## src/rtl/param_fifo_out.sv

```systemverilog
// Parametrised synchronous output FIFO with registered read data, occupancy
// count, full/empty flags and per-request ack/error pulses.
module param_fifo_out #(
  parameter int unsigned DATA_W = 32,
  parameter int unsigned ADDR_W = 5
) (
  input  logic                clk,
  input  logic                reset_n,
  input  logic                wr_en,
  input  logic [DATA_W-1:0]   d_in,
  input  logic                rd_en,
  output logic [DATA_W-1:0]   d_out,
  output logic                full,
  output logic                empty,
  output logic                wr_ack,
  output logic                wr_err,
  output logic                rd_ack,
  output logic                rd_err,
  output logic [ADDR_W:0]     data_count
);

  localparam int unsigned DEPTH = 1 << ADDR_W;
  localparam int unsigned CNT_W = ADDR_W + 1;

  logic [DATA_W-1:0] mem_q [DEPTH];

  logic [ADDR_W-1:0] wr_ptr_q, wr_ptr_d;
  logic [ADDR_W-1:0] rd_ptr_q, rd_ptr_d;
  logic [CNT_W-1:0]  count_q, count_d;
  logic [DATA_W-1:0] d_out_q, d_out_d;
  logic              wr_ack_q, wr_ack_d;
  logic              wr_err_q, wr_err_d;
  logic              rd_ack_q, rd_ack_d;
  logic              rd_err_q, rd_err_d;

  logic full_c, empty_c, wr_accept, rd_accept;

  // Count is authoritative for full/empty; pointers may be equal in both cases.
  always_comb begin
    full_c    = (count_q == CNT_W'(DEPTH));
    empty_c   = (count_q == '0);
    wr_accept = wr_en & ~full_c;
    rd_accept = rd_en & ~empty_c;
  end

  always_comb begin
    wr_ptr_d = wr_ptr_q;
    rd_ptr_d = rd_ptr_q;
    count_d  = count_q;
    d_out_d  = d_out_q;
    wr_ack_d = wr_accept;
    wr_err_d = wr_en & full_c;
    rd_ack_d = rd_accept;
    rd_err_d = rd_en & empty_c;

    if (wr_accept) wr_ptr_d = wr_ptr_q + ADDR_W'(1);
    if (rd_accept) begin
      rd_ptr_d = rd_ptr_q + ADDR_W'(1);
      d_out_d  = mem_q[rd_ptr_q];
    end

    case ({wr_accept, rd_accept})
      2'b10:   count_d = count_q + CNT_W'(1);
      2'b01:   count_d = count_q - CNT_W'(1);
      default: count_d = count_q;
    endcase
  end

  always_ff @(posedge clk or negedge reset_n) begin
    if (!reset_n) begin
      wr_ptr_q <= '0;
      rd_ptr_q <= '0;
      count_q  <= '0;
      d_out_q  <= '0;
      wr_ack_q <= 1'b0;
      wr_err_q <= 1'b0;
      rd_ack_q <= 1'b0;
      rd_err_q <= 1'b0;
    end else begin
      wr_ptr_q <= wr_ptr_d;
      rd_ptr_q <= rd_ptr_d;
      count_q  <= count_d;
      d_out_q  <= d_out_d;
      wr_ack_q <= wr_ack_d;
      wr_err_q <= wr_err_d;
      rd_ack_q <= rd_ack_d;
      rd_err_q <= rd_err_d;
    end
  end

  // Storage is deliberately left unreset.
  always_ff @(posedge clk) begin
    if (wr_accept) mem_q[wr_ptr_q] <= d_in;
  end

  assign d_out      = d_out_q;
  assign full       = full_c;
  assign empty      = empty_c;
  assign wr_ack     = wr_ack_q;
  assign wr_err     = wr_err_q;
  assign rd_ack     = rd_ack_q;
  assign rd_err     = rd_err_q;
  assign data_count = count_q;

endmodule

```

## config.mk

```make
export PLATFORM = sky130hd
export DESIGN_NAME = param_fifo_out
export DESIGN_NICKNAME = d
export VERILOG_FILES = /design/src/rtl/param_fifo_out.sv
export SDC_FILE = /design/constraint.sdc
export NUM_CORES = 1
export LEC_CHECK = 0
export CORE_AREA = 4 4 222 387
export DETAILED_ROUTE_END_ITERATION = 6
export DIE_AREA = 0 0 226 391
export GPL_TIMING_DRIVEN = 0
export PLACE_DENSITY = 0.66
export SYNTH_ARGS = -nofsm -noshare
export SYNTH_HDL_FRONTEND = slang
export SYNTH_SLANG_ARGS = --single-unit
```

## constraint.sdc

```tcl
create_clock -name clk -period 3.85 [get_ports clk]
set_input_delay 0.385 -clock clk [delete_from_list [all_inputs] [get_ports clk]]
set_output_delay 0.385 -clock clk [all_outputs]
set_load 0.05 [all_outputs]
```

==> flow_summary.json <==
{
  "vias": 20019,
  "setup_viol": 0,
  "placed_cell_area_sq_um": 44200,
  "synth-compound-area-share": 0.0389,
  "hold_viol": 0,
  "tightest_slew_ns": 1.23,
  "io_buffers": 79,
  "ys_ff_latch": 1076,
  "grt_pass1_vias": 21186,
  "antenna_found_initial": 2,
  "max_stage_delay_ns": 0.60,
  "pwr-share-comb": 0.308,
  "nets": 2154,
  "syn_avg_cell_area_sq_um": 21.6,
  "clk_latency_ns": 0.67,
  "switchingPower_w": 0.0106,
  "yosys.area.top_type": "edfxtp_1",
  "final_max_slew_viol_count": 0,
  "slowest_stage": "or4_4",
  "gp_congestion": 0.827,
  "clock-root-buffer": "clkbuf_16",
  "path_delay_family": "simple AND/OR/NAND/NOR gates",
  "synthCells": 1902,
  "netlist_area_sq_um": 41100,
  "numCtsBuffers": 89,
  "dp_slack_ns": 0.0720,
  "cp_max_fo": 7,
  "die_w_um": 226,
  "power_frac_seq": 0.424,
  "synth_cell_types": 50,
  "finalCritPeriodShare": 0.826,
  "clkPwrFrac": 0.268,
  "drive_gt1_frac": 0.227,
  "cp.required_ns": 4.45,
  "synth_area_leaders": "edfxtp_1 (75%), mux4_2 (11%), dfrtp_1 (3.2%), mux2i_1 (3.1%), o22ai_1 (0.94%)",
  "maxCapViolCount": 0,
  "synth_top_family_by_area": "multiplexers",
  "fin_ws_ns": 0.670,
  "synth_xor_area_frac": 0.00256,
  "critPathBufInv": 1,
  "min_path_type": "in2async",
  "io_pins": 80,
  "wl_um": 99700,
  "ys.flop_type": "edfxtp_1",
  "drtIter0Drc": 2245,
  "grt_usage": 0.229,
  "fin_skew_ns": 0.0256,
  "vias_per_cell": 6.17,
  "powerDensity_nw_per_um2": 709,
  "critPathLaunchType": "register",
  "rsz0062_at_grt": "false",
  "async_flop_share": 0.0483,
  "drtAntennaViolNets": 0,
  "grt_start_max_net_pins": 37,
  "crit_top_cell": "ha_1",
  "synth_fa_ha_area_frac": 0.00353,
  "path_clk_slew_ns": 0.07,
  "drt-wirelength-per-cell_um": 30.7,
  "cts_tree": "built",
  "syn2layout_area_growth_pct": 14.5,
  "core_area_sq_um": 82900,
  "slew_headroom": 0.174,
  "synth.mux.area_fraction": 0.144,
  "yosysWarnings": 0,
  "fmax_mhz": 314,
  "synth-simple-area-share": 0.0137,
  "die_y_um": 391,
  "seq_area_frac_synth": 0.780,
  "end_kind": "register",
  "grt_overflow": 0,
  "clockBufferDepth": 3,
  "yosysTopAreaCellShare": 0.748,
  "cp.arrival_ns": 3.78,
  "die_area_sq_um": 88400,
  "nFillCells": 6009,
  "cts.sinks": 1076,
  "critical_path.cell_chain": "or4_4, o31ai_4, inv_1, ha_1, ha_1, a21o_1, a21oi_1, or4_1, nand3_1, xnor2_1",
  "num_rows": 140,
  "intPower_w": 0.0228,
  "period_minus_slack_ns": 3.18,
  "peakVddDrop_v": 0.000424,
  "initial_core_util": 0.496,
  "dp_hpwl_um": 65100,
  "finalInstanceArea_sq_um": 47000,
  "power.leakage_nw": 14.9,
  "crit_type": "reg2reg",
  "outcome": "finished, final reports clean",
  "cts_max_level": 3,
  "synth_most_common_cell": "edfxtp_1",
  "p_sw_frac": 0.317,
  "synth-edff-count": 1024,
  "drt_first_pass_iters": 5,
  "synth_fp_nets": 1949,
  "grt_pass1_wl_um": 145000,
  "drc": 0,
  "yosys-top-cells-count": "edfxtp_1 (1024), mux4_2 (192), mux2i_1 (126), o22ai_1 (62), dfrtp_1 (52)"
}
[registers in the layout (all words and copies together) (netlist names)]
name        cells
rd_ptr_q        5
d_out          32
mem_q        1024
wr_ptr_q        5
data_count      6
rd_ack          1
rd_err          1
wr_err          1
wr_ack          1
[layer usage]
metal,up-vias,routed length [um],track usage
met5,-,13,0
met4,2,3540,0.0826
met3,180,6010,0.0334
met2,836,54900,0.417
met1,10603,35200,0.277
li1,8398,-,-
[placed cells by master, fill, tap and decap left out, types with 34 or more instances in the layout]
cell             synthesis  final
edfxtp_1              1024   1024
mux4_2                 192    192
mux2i_1                126    126
clkbuf_16                0     93
clkdlybuf4s50_1          0     78
o22ai_1                 62     62
clkbuf_1                39     59
dfrtp_1                 52     52
nand2_1                 47     47
buf_2                   34     34
[kinds of logic after synthesis]
family                   count (synthesis)
buffers and inverters                  124
adder cells (fa/ha/maj)                 11
multiplexers                           349
AND/OR/NAND/NOR                        120
flip-flops                            1076
XOR/XNOR                                12
AO/OA/AOI/OAI                          210
[timing repair]
item | 4_1_cts | 5_1_grt
endpoints found under the hold margin | 52 | 0
endpoints found under the setup margin | 0 | 1
hold buffers | 1 | 0
buffers inserted | 0 | 1
resized for setup | 0 | 0
[final cells by class]
| class | count | area [sq um] | share of cell area |
|---|---|---|---|
| Clock buffer | 118 | 2470 | 0.0525 |
| Timing Repair Buffer | 114 | 1520 | 0.0323 |
| Clock inverter | 46 | 377 | 0.00801 |
| Buffer | 114 | 654 | 0.0139 |
| Sequential cell | 1076 | 32100 | 0.681 |
| Multi-Input combinational cell | 702 | 8590 | 0.183 |
| Antenna cell | 1 | 2.50 | 0.0000532 |
| Inverter | 10 | 37.5 | 0.000798 |
| Tap cell | 1065 | 1330 | 0.0283 |
[power by group through the flow]
stage / registers (W) / logic, W / clock network [W]
floorplan: 0.0150 / 0.00608 / 0
global placement: 0.0144 / 0.00991 / 0
detailed placement: 0.0144 / 0.0104 / 0
CTS: 0.0141 / 0.0104 / 0.00909
global route: 0.0142 / 0.0109 / 0.00956
finish: 0.0141 / 0.0103 / 0.00895
[final timing paths]
check,from,endpoint,slack (ns),depth (start not counted)
setup / recovery,data_count[0],data_count[5],0.67,10
hold / removal,reset_n,d_out[26],0.17,2
setup reg to reg,data_count[0],data_count[5],0.67,10
hold reg to reg,d_out[17],d_out[17],0.51,1
max in group asynchronous,reset_n,d_out[6],3.11,3
min in group clk,wr_en,wr_err,0.33,2
[through the flow]
step / hold WS, ns / power (W) / instances / util / setup TNS [ns]
final: 0.172 / 0.0334 / 3246 / 0.568 / 0
after detailed placement: 0.296 / 0.0248 / 3079 / 0.533 / 0
after global placement: 0.506 / 0.0243 / 3046 / 0.522 / -1144.15
after CTS: 0.131 / 0.0336 / 3244 / 0.568 / 0
after floorplan: 0.0894 / 0.0210 / 1902 / - / 0
after global routing: 0.179 / 0.0346 / 3245 / 0.568 / 0
Power figures use the tool's default switching activity.
